[config.mk]
export PLATFORM = sky130hd
export DESIGN_NAME = fg_block_solver_flat
export DESIGN_NICKNAME = d
export VERILOG_FILES = /design/src/rtl/fg_pkg.sv /design/src/rtl/fg_block_solver_if.sv /design/src/rtl/fg_row_decode.sv /design/src/rtl/fg_block_solver.sv /design/src/flat_wrapper.sv
export SDC_FILE = /design/constraint.sdc
export NUM_CORES = 1
export LEC_CHECK = 0
export BUFFER_PORTS_ARGS = -buffer_cell sky130_fd_sc_hd__buf_2
export CORE_ASPECT_RATIO = 0.5
export CORE_MARGIN = 8
export CORE_UTILIZATION = 25
export DETAILED_ROUTE_END_ITERATION = 12
export PLACE_DENSITY_LB_ADDON = 0.25
export SYNTH_ARGS = -nofsm -noshare
export SYNTH_HDL_FRONTEND = slang
export SYNTH_SLANG_ARGS = --single-unit
[constraint.sdc]
create_clock -name clk -period 7.25 [get_ports clk]
set_clock_uncertainty 0.05 [all_clocks]
set_input_delay 0.725 -clock clk [delete_from_list [all_inputs] [get_ports clk]]
set_output_delay 0.725 -clock clk [all_outputs]
set_load 0.02 [all_outputs]
[src/rtl/fg_pkg.sv]
// Shared constants and types for the Block Party solver.
//   ROWS / LANES : map geometry (64 rows, 8 lanes; LANES is fixed)
//   move_e       : move encodings driven on `out`
//   cell_e       : per-lane cell codes on in0..in7
//   state_e      : solver FSM states
//   row_info_t   : compressed per-row record kept in the obstacle store
//   apply_move   : lane update for a move, saturating at the outer lanes
package fg_pkg;

  localparam int unsigned ROWS  = 64;
  localparam int unsigned LANES = 8;
  localparam int unsigned RowW  = $clog2(ROWS);
  localparam int unsigned LaneW = $clog2(LANES);

  typedef enum logic [1:0] {
    MV_STOP  = 2'd0,
    MV_RIGHT = 2'd1,
    MV_LEFT  = 2'd2,
    MV_JUMP  = 2'd3
  } move_e;

  typedef enum logic [1:0] {
    ROAD  = 2'd0,
    LOW   = 2'd1,
    HIGH  = 2'd2,
    TRAIN = 2'd3
  } cell_e;

  typedef enum logic [1:0] {
    StIdle = 2'd0,
    StLoad = 2'd1,
    StOut  = 2'd2
  } state_e;

  // An obstacle row is seven trains plus one passable gap, so a flag, the gap
  // lane and the gap cell type describe it completely.
  typedef struct packed {
    logic             obstacle;
    logic [LaneW-1:0] gap_lane;
    logic [1:0]       gap_type;
  } row_info_t;

  function automatic logic [LaneW-1:0] apply_move(input logic [LaneW-1:0] lane,
                                                  input logic [1:0]       mv);
    logic [LaneW-1:0] res;
    res = lane;
    if (mv == MV_RIGHT && lane != LaneW'(LANES - 1)) begin
      res = lane + LaneW'(1);
    end else if (mv == MV_LEFT && lane != '0) begin
      res = lane - LaneW'(1);
    end
    return res;
  endfunction

endpackage

[src/rtl/fg_block_solver_if.sv]
// Pattern-side bus of the solver.
//   in_valid, guy, in0..in7 : map stream from the pattern (master drives)
//   out_valid, out          : move stream back to the pattern (slave drives)
interface fg_block_solver_if;
  import fg_pkg::*;

  logic             in_valid;
  logic [LaneW-1:0] guy;
  logic [1:0]       in0;
  logic [1:0]       in1;
  logic [1:0]       in2;
  logic [1:0]       in3;
  logic [1:0]       in4;
  logic [1:0]       in5;
  logic [1:0]       in6;
  logic [1:0]       in7;
  logic             out_valid;
  logic [1:0]       out;

  modport master (
    output in_valid, guy, in0, in1, in2, in3, in4, in5, in6, in7,
    input  out_valid, out
  );

  modport slave (
    input  in_valid, guy, in0, in1, in2, in3, in4, in5, in6, in7,
    output out_valid, out
  );

endinterface

[src/rtl/fg_row_decode.sv]
// Combinational row classifier.
//   in0..in7 : cell codes of one map row
//   obstacle : row contains trains (otherwise it is all road)
//   gap_lane : lowest lane that is not a train
//   gap_type : cell code found in that gap lane
// An all-road row reports obstacle=0, gap_lane=0, gap_type=ROAD.
module fg_row_decode
  import fg_pkg::*;
(
  input  logic [1:0]       in0,
  input  logic [1:0]       in1,
  input  logic [1:0]       in2,
  input  logic [1:0]       in3,
  input  logic [1:0]       in4,
  input  logic [1:0]       in5,
  input  logic [1:0]       in6,
  input  logic [1:0]       in7,
  output logic             obstacle,
  output logic [LaneW-1:0] gap_lane,
  output logic [1:0]       gap_type
);

  logic [LANES-1:0][1:0] cells;
  logic                  found;

  assign cells = {in7, in6, in5, in4, in3, in2, in1, in0};

  always_comb begin
    obstacle = 1'b0;
    gap_lane = '0;
    gap_type = ROAD;
    found    = 1'b0;
    for (int i = 0; i < int'(LANES); i++) begin
      if (cells[i] == TRAIN) begin
        obstacle = 1'b1;
      end else if (!found) begin
        found    = 1'b1;
        gap_lane = LaneW'(i);
        gap_type = cells[i];
      end
    end
  end

endmodule

[src/rtl/fg_block_solver.sv]
// Block Party game core: loads one 64-row map, then streams 63 moves that take
// the guy from row 0 to row 63 without colliding.
//   clk, rst_n : clock and asynchronous active-low reset
//   bus        : slave side of fg_block_solver_if (map in, moves out)
// Each load cycle writes a compressed row record; each output cycle drives the
// move for row k->k+1 while the planner prepares the move for the next cycle.
module fg_block_solver
  import fg_pkg::*;
(
  input  logic               clk,
  input  logic               rst_n,
  fg_block_solver_if.slave   bus
);

  state_e           state_q;
  logic [RowW-1:0]  row_q;       // load row index, then output cycle index k
  logic [LaneW-1:0] lane_q;      // lane before the move currently on out_q
  logic             out_valid_q;
  logic [1:0]       out_q;
  row_info_t        store_q [ROWS];

  logic             dec_obstacle;
  logic [LaneW-1:0] dec_gap_lane;
  logic [1:0]       dec_gap_type;

  fg_row_decode u_row_decode (
    .in0      (bus.in0),
    .in1      (bus.in1),
    .in2      (bus.in2),
    .in3      (bus.in3),
    .in4      (bus.in4),
    .in5      (bus.in5),
    .in6      (bus.in6),
    .in7      (bus.in7),
    .obstacle (dec_obstacle),
    .gap_lane (dec_gap_lane),
    .gap_type (dec_gap_type)
  );

  // Row 0 is road by definition, so whatever arrives on it is not stored.
  logic      wr_en;
  row_info_t wr_info;

  always_comb begin
    wr_en   = bus.in_valid && (state_q == StIdle || state_q == StLoad);
    wr_info = '0;
    if (state_q == StLoad) begin
      wr_info.obstacle = dec_obstacle;
      wr_info.gap_lane = dec_gap_lane;
      wr_info.gap_type = dec_gap_type;
    end
  end

  // The first move is planned on the same edge that writes row 63, so the row
  // being written is forwarded into the planner's view of the store.
  row_info_t eff [ROWS];

  always_comb begin
    for (int i = 0; i < int'(ROWS); i++) begin
      eff[i] = store_q[i];
      if (wr_en && row_q == RowW'(i)) begin
        eff[i] = wr_info;
      end
    end
  end

  // Planner inputs: in LOAD it prepares cycle 0 from the start lane; in OUT it
  // prepares cycle k+1 from the lane reached after the current move.
  logic [LaneW-1:0] lane_next;
  logic [RowW-1:0]  plan_k;
  logic [LaneW-1:0] plan_p;

  always_comb begin
    lane_next = apply_move(lane_q, out_q);
    plan_k    = '0;
    plan_p    = lane_q;
    if (state_q == StOut) begin
      plan_k = row_q + RowW'(1);
      plan_p = lane_next;
    end
  end

  // Next obstacle row strictly after plan_k; descending scan keeps the lowest.
  logic            nxt_found;
  logic [RowW-1:0] nxt_row;
  row_info_t       nxt_info;
  move_e           plan_mv;

  always_comb begin
    nxt_found = 1'b0;
    nxt_row   = '0;
    for (int i = int'(ROWS) - 1; i >= 0; i--) begin
      if (RowW'(i) > plan_k && eff[i].obstacle) begin
        nxt_found = 1'b1;
        nxt_row   = RowW'(i);
      end
    end
    nxt_info = eff[nxt_row];

    plan_mv = MV_STOP;
    if (nxt_found) begin
      if (plan_p < nxt_info.gap_lane) begin
        plan_mv = MV_RIGHT;
      end else if (plan_p > nxt_info.gap_lane) begin
        plan_mv = MV_LEFT;
      end else if (nxt_row == plan_k + RowW'(1) && nxt_info.gap_type == LOW) begin
        plan_mv = MV_JUMP;
      end
    end
  end

  always_ff @(posedge clk or negedge rst_n) begin
    if (!rst_n) begin
      state_q     <= StIdle;
      row_q       <= '0;
      lane_q      <= '0;
      out_valid_q <= 1'b0;
      out_q       <= MV_STOP;
      for (int i = 0; i < int'(ROWS); i++) begin
        store_q[i] <= '0;
      end
    end else begin
      if (wr_en) begin
        store_q[row_q] <= wr_info;
      end
      unique case (state_q)
        StIdle: begin
          if (bus.in_valid) begin
            state_q <= StLoad;
            row_q   <= RowW'(1);
            lane_q  <= bus.guy;
          end
        end
        StLoad: begin
          if (bus.in_valid) begin
            if (row_q == RowW'(ROWS - 1)) begin
              state_q     <= StOut;
              row_q       <= '0;
              out_valid_q <= 1'b1;
              out_q       <= plan_mv;
            end else begin
              row_q <= row_q + RowW'(1);
            end
          end
        end
        StOut: begin
          if (row_q == RowW'(ROWS - 2)) begin
            state_q     <= StIdle;
            row_q       <= '0;
            lane_q      <= '0;
            out_valid_q <= 1'b0;
            out_q       <= MV_STOP;
          end else begin
            row_q  <= row_q + RowW'(1);
            lane_q <= lane_next;
            out_q  <= plan_mv;
          end
        end
        default: begin
          state_q <= StIdle;
        end
      endcase
    end
  end

  assign bus.out_valid = out_valid_q;
  assign bus.out       = out_valid_q ? out_q : 2'(MV_STOP);

endmodule

[src/flat_wrapper.sv]
// flat-port wrapper written by rule: the top's interface ports become plain ports
module fg_block_solver_flat import fg_pkg::*;
  (clk, rst_n, bus_in_valid, bus_guy, bus_in0, bus_in1, bus_in2, bus_in3, bus_in4, bus_in5, bus_in6, bus_in7, bus_out_valid, bus_out);
  fg_block_solver_if bus_i ();
  input  logic clk;
  input  logic rst_n;
  input wire logic [$bits(bus_i.in_valid)-1:0] bus_in_valid;
  input wire logic [$bits(bus_i.guy)-1:0] bus_guy;
  input wire logic [$bits(bus_i.in0)-1:0] bus_in0;
  input wire logic [$bits(bus_i.in1)-1:0] bus_in1;
  input wire logic [$bits(bus_i.in2)-1:0] bus_in2;
  input wire logic [$bits(bus_i.in3)-1:0] bus_in3;
  input wire logic [$bits(bus_i.in4)-1:0] bus_in4;
  input wire logic [$bits(bus_i.in5)-1:0] bus_in5;
  input wire logic [$bits(bus_i.in6)-1:0] bus_in6;
  input wire logic [$bits(bus_i.in7)-1:0] bus_in7;
  output wire logic [$bits(bus_i.out_valid)-1:0] bus_out_valid;
  output wire logic [$bits(bus_i.out)-1:0] bus_out;
  assign bus_i.in_valid = bus_in_valid;
  assign bus_i.guy = bus_guy;
  assign bus_i.in0 = bus_in0;
  assign bus_i.in1 = bus_in1;
  assign bus_i.in2 = bus_in2;
  assign bus_i.in3 = bus_in3;
  assign bus_i.in4 = bus_in4;
  assign bus_i.in5 = bus_in5;
  assign bus_i.in6 = bus_in6;
  assign bus_i.in7 = bus_in7;
  assign bus_out_valid = bus_i.out_valid;
  assign bus_out = bus_i.out;
  fg_block_solver u_core (.clk(clk), .rst_n(rst_n), .bus(bus_i));
endmodule
* Word level (Yosys, flattened, before mapping)
Cells that the tools add are included.
Word-level totals: register bits after elaboration 398, input bits 22, output and inout bits 3, word-level logic and storage cells 772
Cells by class: add/sub/neg operators 4, magnitude comparators 69, equal/unequal tests 82, multiplexer cells 273, bitwise gates (word level) 2, reductions and logical operators 145
Operators by type and width (count):
- two-way mux 6 bit | 135
- bitwise mux 384 bit | 1
- equality test 6 bit, second input constant | 32
- greater-than comparator 6 bit, first input constant | 32
- logical AND 1 bit | 133
- equality test 6 x 5 -> 1 bit, second input constant | 16
- greater-than comparator 5 x 6 -> 1 bit, first input constant | 16
- two-way mux 1 bit | 84
- two-way mux 2 bit | 27
- two-way mux 3 bit | 17
- equality test 6 x 4 -> 1 bit, second input constant | 8
- greater-than comparator 4 x 6 -> 1 bit, first input constant | 8
- binary-select mux 6 bit (select 6 bit) | 1
- demux 6 bit (select 6 bit) | 1
- equality test 6 x 3 -> 1 bit, second input constant | 4
- greater-than comparator 3 x 6 -> 1 bit, first input constant | 4
- equality test 2 bit, second input constant | 10
- case mux 6 bit (3 select lines) | 1
- >= comparator 7 bit, second input constant | 2
- inverter 6 -> 7 bit | 2
- adder 6 x 1 -> 6 bit, second input constant | 2
- equality test 6 x 2 -> 1 bit, second input constant | 2
- greater-than comparator 1 x 6 -> 1 bit, first input constant | 2
- greater-than comparator 2 x 6 -> 1 bit, first input constant | 2
- 24 further kinds | 33

* Logic depth before layout (Yosys ltp)
Gate-level depths: netlist of the first run.
depth after elaboration 96, mapped depth 32, depth with buffers taken out 26

* Cells and area by module
From an unflattened synthesis of the first run, not the netlist that was laid out.
Unflattened totals: cells, all modules 2757, area total of the unflattened synthesis 25518.2 um2
By module, submodules not included:
- fg_block_solver | instances 1, cells each 2707, area each 25187.9 um2, seq. area each 9934.5 um2
- fg_row_decode | instances 1, cells each 50, area each 330.3 um2, seq. area each 0.0 um2

* Worst setup path after synthesis of the first run
OpenSTA, ideal clock, no wires.
path kind register to register, start point register u_core.row_q[0], end point register u_core.out_q[1], setup time 0.130 ns, arrival time 5.589 ns, required time 7.070 ns, path slack 1.481 ns, cell stages (with the launch flop) 28, path buffers 3, period minus slack after synthesis 5.769 ns, path through dfrtp_1 -> buf_2 -> inv_1 -> ha_1 -> nand2_1 -> inv_1 -> ha_1 -> clkbuf_1 -> nor3_1 -> a211oi_1 -> a22oi_1 -> o21bai_1 -> o311ai_0 -> o211ai_1 -> a2111oi_2 -> o2111ai_2 -> buf_4 -> or2_1 -> o32ai_1 -> a211oi_1 -> a2111oi_2 -> ha_1 -> nor2b_1 -> o21ai_0 -> nand2b_1 -> and2_1 -> a22oi_1 -> o21ai_1
On the way: longest elaborated chain between the ends 81, elaborated cells on any way between the ends 470, classes of those cells add/sub (2); order compare (66); eq/ne (66); mux (204); bitwise (1); reduce/logical (131)
RTL lines:
- start: declaration | line fg_block_solver.sv:16 | logic [RowW-1:0] row_q;
- start signal: assignment | line fg_block_solver.sv:130 | row_q <= RowW'(1);
- start signal: assignment | line fg_block_solver.sv:142 | row_q <= row_q + RowW'(1);
- start signal: assignment | line fg_block_solver.sv:154 | row_q <= row_q + RowW'(1);
- adder 6 x 1 -> 6 bit / equality test 6 bit (equally long branches) | line fg_block_solver.sv:78, fg_block_solver.sv:61, fg_block_solver.sv:136
- two-way mux 6 bit / logical AND 1 bit (equally long branches) | line fg_block_solver.sv:77, fg_block_solver.sv:61
- greater-than comparator 6 bit / two-way mux 6 bit (equally long branches) | line fg_block_solver.sv:93, fg_block_solver.sv:61
- logical AND 1 bit | line fg_block_solver.sv:93 | if (RowW'(i) > plan_k && eff[i].obstacle) begin
- two-way mux 6 bit (64 in series) | line fg_block_solver.sv:93
- inverter 6 -> 7 bit (not written as such) | line fg_block_solver.sv:98 | nxt_info = eff[nxt_row];
- binary-select mux 6 bit (select 6 bit) | line fg_block_solver.sv:98
- two-way mux 5 bit (not written as such) (2 in series) | line fg_block_solver.sv:98
- equality test 2 x 1 -> 1 bit | line fg_block_solver.sv:106 | end else if (nxt_row == plan_k + RowW'(1) && nxt_info.gap_type == LOW) begin
- logical AND 1 bit | line fg_block_solver.sv:106
- two-way mux 2 bit | line fg_block_solver.sv:106
- two-way mux 2 bit | line fg_block_solver.sv:104 | end else if (plan_p > nxt_info.gap_lane) begin
- two-way mux 2 bit | line fg_block_solver.sv:102 | if (plan_p < nxt_info.gap_lane) begin
- two-way mux 2 bit | line fg_block_solver.sv:101 | if (nxt_found) begin
- two-way mux 2 bit | line fg_block_solver.sv:136 | if (row_q == RowW'(ROWS - 1)) begin
- two-way mux 2 bit | line fg_block_solver.sv:135 | if (bus.in_valid) begin
- case mux 2 bit (2 select lines) | line fg_block_solver.sv:126 | unique case (state_q)
- end signal: assignment | line fg_block_solver.sv:140 | out_q <= plan_mv;
- end signal: assignment | line fg_block_solver.sv:156 | out_q <= plan_mv;
- end: declaration | line fg_block_solver.sv:19 | logic [1:0] out_q;
Several ways; a longest one is shown, not always the timed one. The select of a mux whose other input is x is not followed. A chain may end at the register's enable or synchronous reset.

* Worst setup path in the final report of the first run
start point register u_core.row_q[3], end point register u_core.out_q[1]
Same word-level chain as after synthesis.

==> out/qor.csv, run 1 <==
metric;value;unit
Top FF cell, synth;dfrtp_1;
I/O Buffers;24;
GR Util All Layers;21.2;%
sequential element share of the synthesized area;38.2;%
DRC errors left;0;
Core Rows;83;
period utilisation layout;98.0;%
Post-synth ARST share;100;%
H-tree levels;2;
Final ANT Viol Nets;0;
Initial Utilization;25.3;%
Clk Latency, worst-skew pair;0.63;ns
top cells by area, synth;dfrtp_1, mux2_2, nand2_1, mux2i_1, o21ai_0;
crit-path max FO;15;
Core ar.;0.103;sq mm
Synth Area in Simple Gates;17.1;%
total grt overflow;0;
Area Growth Syn to Fin;19.9;%
HPWL after detailed placement;96.0;mm
status;finished clean;
Die W;472;um
Fin Setup TNS;0;ns
critical path class;reg2reg;
initial antenna violation count;2;
Lkg Pwr;0.0130;uW
Fmax achieved;141;MHz
TritonCTS buffer count;45;
RSZ-0062 raised after global routing;no;
global-route wire length before repair;181;mm
Fin. Hold Viols;0;
Num Clock Sinks;397;
fin. max-slew vios;0;
Yosys cell types;112;
Detailed Route Iter0 Violations;2867;
Total Wirelength;127;mm
CTS tree;done;
CP startpoint kind;flip-flop;
First-pass DRT Iterations;5;
r2r worst-path depth;25;
syn_nets;2812;
Power Density;307;mW/mm^2
die area;0.115;sq mm
area leader, netlist;dfrtp_1;
I/O pins;25;
critical path required time;7.68;ns
Slew HR;27.0;%
clock slew at reported path FFs;0.07;ns
final net count;2985;
share of cells above drive strength 1;28.5;%
syn_area_per_cell;9.38;sq um
most numerous cell in the Yosys netlist;dfrtp_1;
Mapped Cells;2772;
adder-cell share of the synthesized area;0.866;%
YS warnings;0;
area share of the largest cell type after synthesis;38.2;%
critical path arrival;7.54;ns
Post-Syn Area;0.0260;sq mm
register bit count reported by yosys;397;
Peak VDD IR;181;uV
die height;244;um
hold crit path type;in2async;
worst hold slack;0.0918;ns
Wirelength per Cell;29.0;um
routability cong.;0.977;
min Tclk post-route;7.11;ns
Worst-Margin Slew;1.09;ns
vias in the first global route;23772;
Vias;24600;
Clock Path Buffers;3;
via/cell ratio;5.62;
number of synthesized flops with an enable pin;0;
max cap viols;0;
pin count of the biggest net entering global routing;155;
mux share of post-synthesis cell area;19.3;%
most frequent cells after synthesis;dfrtp_1, mux2_2, nand2_1;
largest family of logic cells by synthesized area;compound AO/OA/AOI/OAI gates;
Synth Area in Compound Gates;19.4;%
area share of xor/xnor cells in the synthesized design;0.693;%
crit end category;flip-flop;
count of final setup violators;0;
hold buffer count at cts;0;
CTS root buf;clkbuf_16;
metal layers:
metal	vias to the layer above	wire length [um]	global-route usage [%]	share of wire (%)
li1	10670	-	-	-
met1	12593	57900	30.0	46
met2	1158	50900	29.9	40
met3	179	14900	8.18	12
met4	0	3410	5.40	2.7
met5	-	0	0	0
worst max-delay path: stages (launching register included):
cell and delay [ns]:
dfrtp_1 0.60, buf_4 0.31, nor2_2 0.37, nand2_2 0.28, nor4_2 0.54, mux2i_1 0.53
o32a_1 0.34, a211oi_1 0.12, o2111a_1 0.32, a221oi_1 0.48, buf_4 0.22, and2_2 0.26
buf_4 0.35, buf_4 0.21, nand2_1 0.11, inv_1 0.14, a32oi_1 0.12, a311oi_1 0.45
a22oi_1 0.12, o311a_1 0.14, ha_1 0.31, o21ai_0 0.10, nand2b_1 0.10, and2_1 0.15
a22oi_1 0.13, o21ai_1 0.09
cell type report:
class,instances,area (sq um)
multi-input combinational,2130,15100
fill,10765,71700
inverter,36,135
antenna,1,2.50
clock inverter,19,282
tap,1402,1750
timing repair buffer,335,2730
clock buffer,61,1260
sequential,397,9940
repair_timing:
action,4_1_cts,5_1_grt
endpoints found under the hold margin,0,0
resized for setup,0,9
setup endpoints to repair,0,2
setup buffers,0,3
state kept, by name, indices dropped and copies added, names as in the netlist:
name,cells
u_core.store_q,383
u_core.row_q,6
u_core.lane_q,3
u_core.out_q,2
u_core.state_q,2
u_core.bus.out_valid,1
worst paths after layout:
kind / startpoint / to / slack [ns]
max in group asynchronous: rst_n / u_core.row_q[5] / 5.59
min in group clk: bus_guy[2] / u_core.lane_q[2] / 0.35
hold reg to reg: u_core.store_q[354] / u_core.store_q[354] / 0.42
setup / recovery: u_core.row_q[3] / u_core.out_q[1] / 0.14
hold / removal: rst_n / u_core.store_q[170] / 0.09
setup reg to reg: u_core.row_q[3] / u_core.out_q[1] / 0.14
where the power goes:
group / internal (uW) / leakage [uW] / switching, uW
sequential: 2300 / 0.00549 / 79.8
clock: 1400 / 0.000741 / 1060
combinational: 1670 / 0.00677 / 3080
total: 5380 / 0.0130 / 4220
cell usage in the layout, fill, tap and decap left out, types with 45 or more instances in the layout:
master / synthesis / final
a211oi_1: 49 / 49
a21oi_1: 116 / 116
a31oi_1: 46 / 46
buf_4: 19 / 290
clkbuf_16: 0 / 45
dfrtp_1: 397 / 396
mux2_2: 353 / 353
mux2i_1: 98 / 97
nand2_1: 291 / 289
nand3_1: 64 / 64
nor2_1: 220 / 219
nor3_1: 55 / 53
o211ai_1: 59 / 59
o21ai_0: 196 / 196
logic make-up (layout without fill, tap and decap cells):
kind of cell | count (synthesis) | count (layout)
other cells | 0 | 1
fa+ha+maj | 18 | 18
mux | 455 | 455
simple gates | 896 | 896
flops | 397 | 397
buf+inv | 245 | 451
compound gates | 743 | 743
xor+xnor | 18 | 18
per-stage QoR:
step | instance area (sq um) | worst slack [ns] | total power [uW] | instances | util (%)
5_1_grt | 31200 | 0.00432 | 9950 | 4380 | 30.3
3_3_place_gp | 29600 | 0.0676 | 7010 | 4297 | 28.7
6_report | 31200 | 0.143 | 9590 | 4381 | 30.3
3_5_place_dp | 29600 | 0.222 | 6990 | 4297 | 28.7
2_1_floorplan | 26000 | 1.48 | 4700 | 2772 | -
4_1_cts | 31100 | 0.183 | 9490 | 4377 | 30.2
Power figures use the tool's default switching activity.
==> inputs of run 2 (changes only) <==
==> constraint.sdc (replaced) <==
create_clock -name clk -period 7.71 [get_ports clk]
set_clock_uncertainty 0.05 [all_clocks]
set_input_delay 0.771 -clock clk [delete_from_list [all_inputs] [get_ports clk]]
set_output_delay 0.771 -clock clk [all_outputs]
set_load 0.02 [all_outputs]
==> run 2 against run 1 <==
Net effect:
- combinational power is 14% lower
- cell area down 3.2%
- setup slack improved by 0.047 ns
- wire length shrank 2.5%
- cell count down 2.4%
- non-clock buffer count is 105 lower
- highest routed layer is now met5
==> out/qor.csv, run 2 (synthesis results as in run 1) <==
metric;value;unit;change
status;finished clean;;unchanged
Num Clock Sinks;397;;unchanged
hold crit path type;in2async;;unchanged
CP startpoint kind;flip-flop;;unchanged
setup ws final;0.190;ns;was 0.143 ns
largest registers;u_core.store_q x383, u_core.row_q x6, u_core.lane_q x3;;unchanged
vias in the first global route;23647;;was 23,772
internal power;4660;uW;was 5380 uW
Lkg Pwr;0.0124;uW;was 0.0130 uW
die area;0.115;sq mm;unchanged
min Tclk post-route;7.52;ns;was 7.11 ns
Clock Path Buffers;3;;unchanged
NetSw;3910;uW;was 4220 uW
most frequent cells in the layout;dfrtp_1, mux2_2, nand2_1;;was dfrtp_1, mux2_2, buf_4
max cap viols;0;;unchanged
Fmax achieved;133;MHz;was 141 MHz
Final ANT Viol Nets;0;;unchanged
Worst-Margin Slew;1.14;ns;was 1.09 ns
Detailed Route Iter0 Violations;3235;;was 2,867
Largest Register;u_core.store_q;;unchanged
fin area;0.0302;sq mm;was 0.0312 sq mm
Power, Total;8570;uW;was 9590 uW
Die W;472;um;unchanged
H-tree levels;2;;unchanged
core occupancy in the finished layout;29.3;%;was 30.3%
crit end category;flip-flop;;unchanged
CTS tree;done;;unchanged
WL met2;48.4;mm;was 50.9 mm
Power Density;284;mW/mm^2;was 307 mW/mm^2
RSZ-0062 raised after global routing;no;;unchanged
Initial Utilization;25.3;%;unchanged
critical path required time;8.15;ns;was 7.68 ns
TritonCTS buffer count;46;;was 45
r2r worst-path depth;23;;was 25
DRC errors left;0;;unchanged
max reg flops;383;;unchanged
Multi-input gate area;0.0151;sq mm;about the same
Clk Latency, worst-skew pair;0.63;ns;about the same
CTS root buf;clkbuf_16;;unchanged
post-CTS setup buffers;0;;unchanged
I/O pins;25;;unchanged
Peak VDD IR;219;uV;was 181 uV
total grt overflow;0;;unchanged
via/cell ratio;5.80;;was 5.62
HPWL after detailed placement;92.2;mm;was 96.0 mm
critical path class;reg2reg;;unchanged
post-place setup slack;0.232;ns;was 0.222 ns
fin. max-slew vios;0;;unchanged
Wirelength per Cell;29.0;um;about the same
share of cells above drive strength 1;25.8;%;was 28.5%
pin count of the biggest net entering global routing;124;;was 155
count of final setup violators;0;;unchanged
clock slew at reported path FFs;0.07;ns;about the same
Core Rows;83;;unchanged
clock network power share;26.1;%;was 25.7%
Vias;24790;;was 24,600
routability cong.;1.01;;was 0.977
period utilisation layout;97.5;%;was 98.0%
Core ar.;0.103;sq mm;unchanged
First-pass DRT Iterations;7;;was 5
metal3 WL;11.6;mm;was 14.9 mm
crit-path max FO;13;;was 15
I/O Buffers;24;;unchanged
Total Wirelength;124;mm;was 127 mm
most common cell after layout, fill and taps aside;dfrtp_1;;unchanged
critical path arrival;7.96;ns;was 7.54 ns
Slew HR;23.5;%;was 27.0%
Top Metal Used;met5;;was met4
routed length on met1;59.2;mm;was 57.9 mm
Area Growth Syn to Fin;16.1;%;was 19.9%
placed instance area;0.0287;sq mm;was 0.0296 sq mm
global-route wire length before repair;177;mm;was 181 mm
initial antenna violation count;2;;unchanged
combinational group share of total power;47.8;%;was 49.5%
sequential power share;26.1;%;was 24.8%
FF/Latch Area;0.00994;sq mm;unchanged
Fin. Hold Viols;0;;unchanged
Fillers;10921;;was 10,765
net switching fraction of the power;45.6;%;was 43.9%
GR Util All Layers;20.6;%;was 21.2%
Fin Setup TNS;0;ns;unchanged
die height;244;um;unchanged
final net count;2881;;was 2,985
-- run 2: through the flow --
step | cells | hold slack, ns
6_report | 4275 | 0.114
5_1_grt | 4274 | 0.167
3_5_place_dp | 4195 | 0.413
3_3_place_gp | 4195 | 0.407
2_1_floorplan | 2772 | 0.392
4_1_cts | 4274 | 0.132
-- run 2: area by class of cell --
cell class / count / area share, %
clock buffer: 60 / 4.16
multi-input combinational: 2130 / 49.9
timing repair buffer: 230 / 6.05
tap: 1402 / 5.81
antenna: 1 / 0.00829
sequential: 397 / 32.9
inverter: 36 / 0.448
clock inverter: 19 / 0.692
-- run 2: power groups by stage --
| stage | Combinational [uW] | Sequential, uW | Clock (uW) |
|---|---|---|---|
| floorplan | 2180 | 2240 | 0 |
| global placement | 3960 | 2270 | 0 |
| detailed placement | 3950 | 2270 | 0 |
| CTS | 3960 | 2230 | 2280 |
| global route | 4210 | 2240 | 2360 |
| finish | 4100 | 2240 | 2240 |
-- run 2: final timing paths --
check	slack (ns)	to	startpoint
min	0.11	u_core.store_q[121]	rst_n
min reg2reg	0.42	u_core.store_q[258]	u_core.store_q[258]
max	0.19	u_core.out_q[1]	u_core.row_q[0]
max reg2reg	0.19	u_core.out_q[1]	u_core.row_q[0]
max in group asynchronous	6.00	u_core.row_q[5]	rst_n
min in group clk	0.38	u_core.lane_q[2]	bus_guy[2]
-- run 2: timing repair --
action	CTS	global route
setup endpoints to repair	0	2
hold buffers	0	0
hold endpoints to repair	0	0
gates resized for setup	0	6
-- run 2: critical path, stage by stage, from the launching register on --
cell       delay [ns]
dfrtp_1          0.39
ha_1             0.36
and3_1           0.41
xnor2_1          0.82
nor2_1           0.26
a311oi_1         0.59
o31ai_1          0.25
nor2_1           0.21
o211ai_1         0.28
a2111oi_2        0.48
o2111ai_2        0.44
buf_4            0.37
nor2_2           0.43
o21ai_0          0.16
o2bb2ai_1        0.34
a21oi_1          0.12
o2111ai_1        0.35
o311a_1          0.25
ha_1             0.26
o21ai_0          0.09
nand2b_1         0.09
and2_1           0.15
a22oi_1          0.13
o21ai_1          0.09
-- run 2: metal layers --
metal	vias up	GRT usage, %
li1	10455	-
met1	12734	31.1
met2	1354	28.4
met3	245	4.35
met4	2	7.15
met5	-	0
==> inputs of run 3 (changes only) <==
--- a/config.mk
+++ b/config.mk
@@ -9,6 +9,7 @@
 export CORE_ASPECT_RATIO = 0.5
 export CORE_MARGIN = 8
 export CORE_UTILIZATION = 25
+export CTS_BUF_LIST = sky130_fd_sc_hd__clkbuf_8
 export DETAILED_ROUTE_END_ITERATION = 12
 export PLACE_DENSITY_LB_ADDON = 0.25
 export SYNTH_ARGS = -nofsm -noshare
==> run 3 against run 2 <==
Net effect:
- setup slack worse by 0.031 ns
- clock-buffer cell count grew 26
- via count increased by 0.43%
- combinational power barely moved
- highest routed layer unchanged
- critical endpoint unchanged
==> out/qor.csv, run 3 (synthesis results as in run 1) <==
metric;value;unit;change
clock slew at reported path FFs;0.07;ns;about the same
post-place setup slack;0.232;ns;unchanged
crit end category;flip-flop;;unchanged
most common cell after layout, fill and taps aside;dfrtp_1;;unchanged
die area;0.115;sq mm;unchanged
CTS tree;done;;unchanged
Wirelength per Cell;28.8;um;was 29.0 um
TritonCTS buffer count;72;;was 46
final net count;2907;;was 2,881
count of final setup violators;0;;unchanged
clock network power share;24.3;%;was 26.1%
max cap viols;0;;unchanged
critical path depth;25;;was 23
Reg2Reg Capture Point;u_core.out_q[1];;unchanged
delay-heaviest family, CP;compound AO/OA/AOI/OAI gates;;unchanged
Worst-Margin Slew;1.11;ns;was 1.14 ns
I/O Buffers;24;;unchanged
core occupancy in the finished layout;29.3;%;about the same
global-route wire length before repair;177;mm;about the same
largest registers;u_core.store_q x383, u_core.row_q x6, u_core.lane_q x3;;unchanged
Vias;24896;;was 24,790
CP max stage cell;ha_1;;was xnor2_1
vias in the first global route;23786;;was 23,647
Die W;472;um;unchanged
Core Rows;83;;unchanged
GR Util All Layers;20.7;%;was 20.6%
Total Wirelength;125;mm;was 124 mm
total grt overflow;0;;unchanged
Largest Register;u_core.store_q;;unchanged
Slew HR;25.3;%;was 23.5%
Clock Path Buffers;3;;unchanged
routability cong.;1.01;;unchanged
Multi-input gate area;0.0151;sq mm;about the same
Initial Utilization;25.3;%;unchanged
Fillers;10967;;was 10,921
net switching fraction of the power;46.9;%;was 45.6%
hold buffer count at cts;0;;unchanged
CP bufs+invs;3;;was 1
via/cell ratio;5.77;;was 5.80
Power Density;278;mW/mm^2;was 284 mW/mm^2
internal power;4450;uW;was 4660 uW
slowest stage delay, CP;0.72;ns;was 0.82 ns
CP startpoint kind;flip-flop;;unchanged
FF/Latch Area;0.00994;sq mm;unchanged
DRC errors left;0;;unchanged
critical path class;reg2reg;;unchanged
CTS root buf;clkbuf_8;;was clkbuf_16
sequential power share;26.7;%;was 26.1%
First-pass DRT Iterations;5;;was 7
share of cells above drive strength 1;26.6;%;was 25.8%
Area Growth Syn to Fin;15.8;%;was 16.1%
fin. max-slew vios;0;;unchanged
die height;244;um;unchanged
Peak VDD IR;217;uV;was 219 uV
Detailed Route Iter0 Violations;3008;;was 3,235
placed instance area;0.0287;sq mm;unchanged
RSZ-0062 raised after global routing;no;;unchanged
min Tclk post-route;7.55;ns;was 7.52 ns
setup ws final;0.159;ns;was 0.190 ns
critical path arrival;8.08;ns;was 7.96 ns
most frequent cells in the layout;dfrtp_1, mux2_2, nand2_1;;unchanged
Fmax achieved;132;MHz;was 133 MHz
FF-to-FF setup slack;0.16;ns;was 0.19 ns
r2r worst-path depth;25;;was 23
Final ANT Viol Nets;0;;unchanged
Clk Latency, worst-skew pair;0.72;ns;was 0.63 ns
pin count of the biggest net entering global routing;124;;unchanged
max reg flops;383;;unchanged
I/O pins;25;;unchanged
fin area;0.0301;sq mm;was 0.0302 sq mm
status;finished clean;;unchanged
critical path required time;8.24;ns;was 8.15 ns
H-tree levels;3;;was 2
Fin. Hold Viols;0;;unchanged
Num Clock Sinks;397;;unchanged
period utilisation layout;97.9;%;was 97.5%
Reg-to-Reg Start;u_core.row_q[1];;was u_core.row_q[0]
NetSw;3920;uW;was 3910 uW
Core ar.;0.103;sq mm;unchanged
Lkg Pwr;0.0125;uW;was 0.0124 uW
initial antenna violation count;4;;was 2
hold crit path type;in2async;;unchanged
crit-path max FO;13;;unchanged
Fin Setup TNS;0;ns;unchanged
HPWL after detailed placement;92.2;mm;unchanged
combinational group share of total power;49.0;%;was 47.8%
[run 3: cell count changes in the layout (fill, tap and decap cells not counted), sizes merged]
cell,before,now
clkinvlp,1,3
diode,1,2
clkbuf,60,86
bufinv,2,0
clkinv,15,13
inv,37,54
[run 3: through the flow]
step           hold slack [ns]  cells  power [uW]
2_1_floorplan            0.392   2772        4420
3_3_place_gp             0.407   4195        6230
3_5_place_dp             0.413   4195        6220
4_1_cts                 0.0353   4315        8280
5_1_grt                 0.0676   4316        8630
6_report                0.0404   4317        8370
[run 3: cell type report]
cell class,instances,share of cell area [%]
multi-input combinational,2130,50.1
sequential,397,33.0
timing repair buffer,230,6.07
tap,1402,5.83
clock buffer,86,3.93
clock inverter,34,0.623
inverter,36,0.449
antenna,2,0.0166
[run 3: power groups by stage]
| stage | combinational (uW) | sequential [uW] | clock [uW] |
|---|---|---|---|
| after floorplan | 2180 | 2240 | 0 |
| after global placement | 3960 | 2270 | 0 |
| after detailed placement | 3950 | 2270 | 0 |
| after CTS | 3960 | 2230 | 2080 |
| after global routing | 4220 | 2240 | 2170 |
| final | 4100 | 2240 | 2030 |
[run 3: layer usage]
| metal | GRT usage (%) | wire (um) | up-vias | share of wire [%] |
|---|---|---|---|---|
| li1 | - | - | 10518 | - |
| met1 | 31.0 | 58700 | 12730 | 47 |
| met2 | 28.3 | 48600 | 1402 | 39 |
| met3 | 5.18 | 12600 | 244 | 10 |
| met4 | 7.21 | 4640 | 2 | 3.7 |
| met5 | 0 | 13 | - | 0.010 |
[run 3: worst max-delay path by stage]
| stage | endpoint | startpoint |
|---|---|---|
| 2_1_floorplan | u_core.out_q[1] | u_core.row_q[0] |
| 3_3_place_gp | u_core.out_q[1] | bus_in5[1] |
| 3_5_place_dp | u_core.out_q[0] | bus_in5[1] |
| 4_1_cts | u_core.out_q[0] | u_core.row_q[5] |
| 5_1_grt | u_core.out_q[1] | u_core.row_q[1] |
| 6_report | u_core.out_q[1] | u_core.row_q[1] |
[run 3: repair_timing]
action                     CTS  global route
gates resized for setup      0             7
buffers inserted             0             0
setup endpoints to repair    0             2
[run 3: worst register-to-register path: stages (launching register included)]
cell and delay, ns:
dfrtp_1 0.38, buf_4 0.18, inv_1 0.17, ha_1 0.72, nand2_1 0.25, or4_1 0.61, a211o_1 0.35, a32oi_1 0.23
a21oi_1 0.21, o311ai_0 0.16, o211ai_1 0.33, a2111oi_2 0.49, o2111ai_2 0.45, buf_4 0.38, nor2_2 0.44, o21ai_0 0.17
o2bb2ai_1 0.33, a21oi_1 0.12, o2111ai_1 0.38, o311a_1 0.26, ha_1 0.26, o21ai_0 0.09, nand2b_1 0.09, and2_1 0.15
a22oi_1 0.13, o21ai_1 0.09
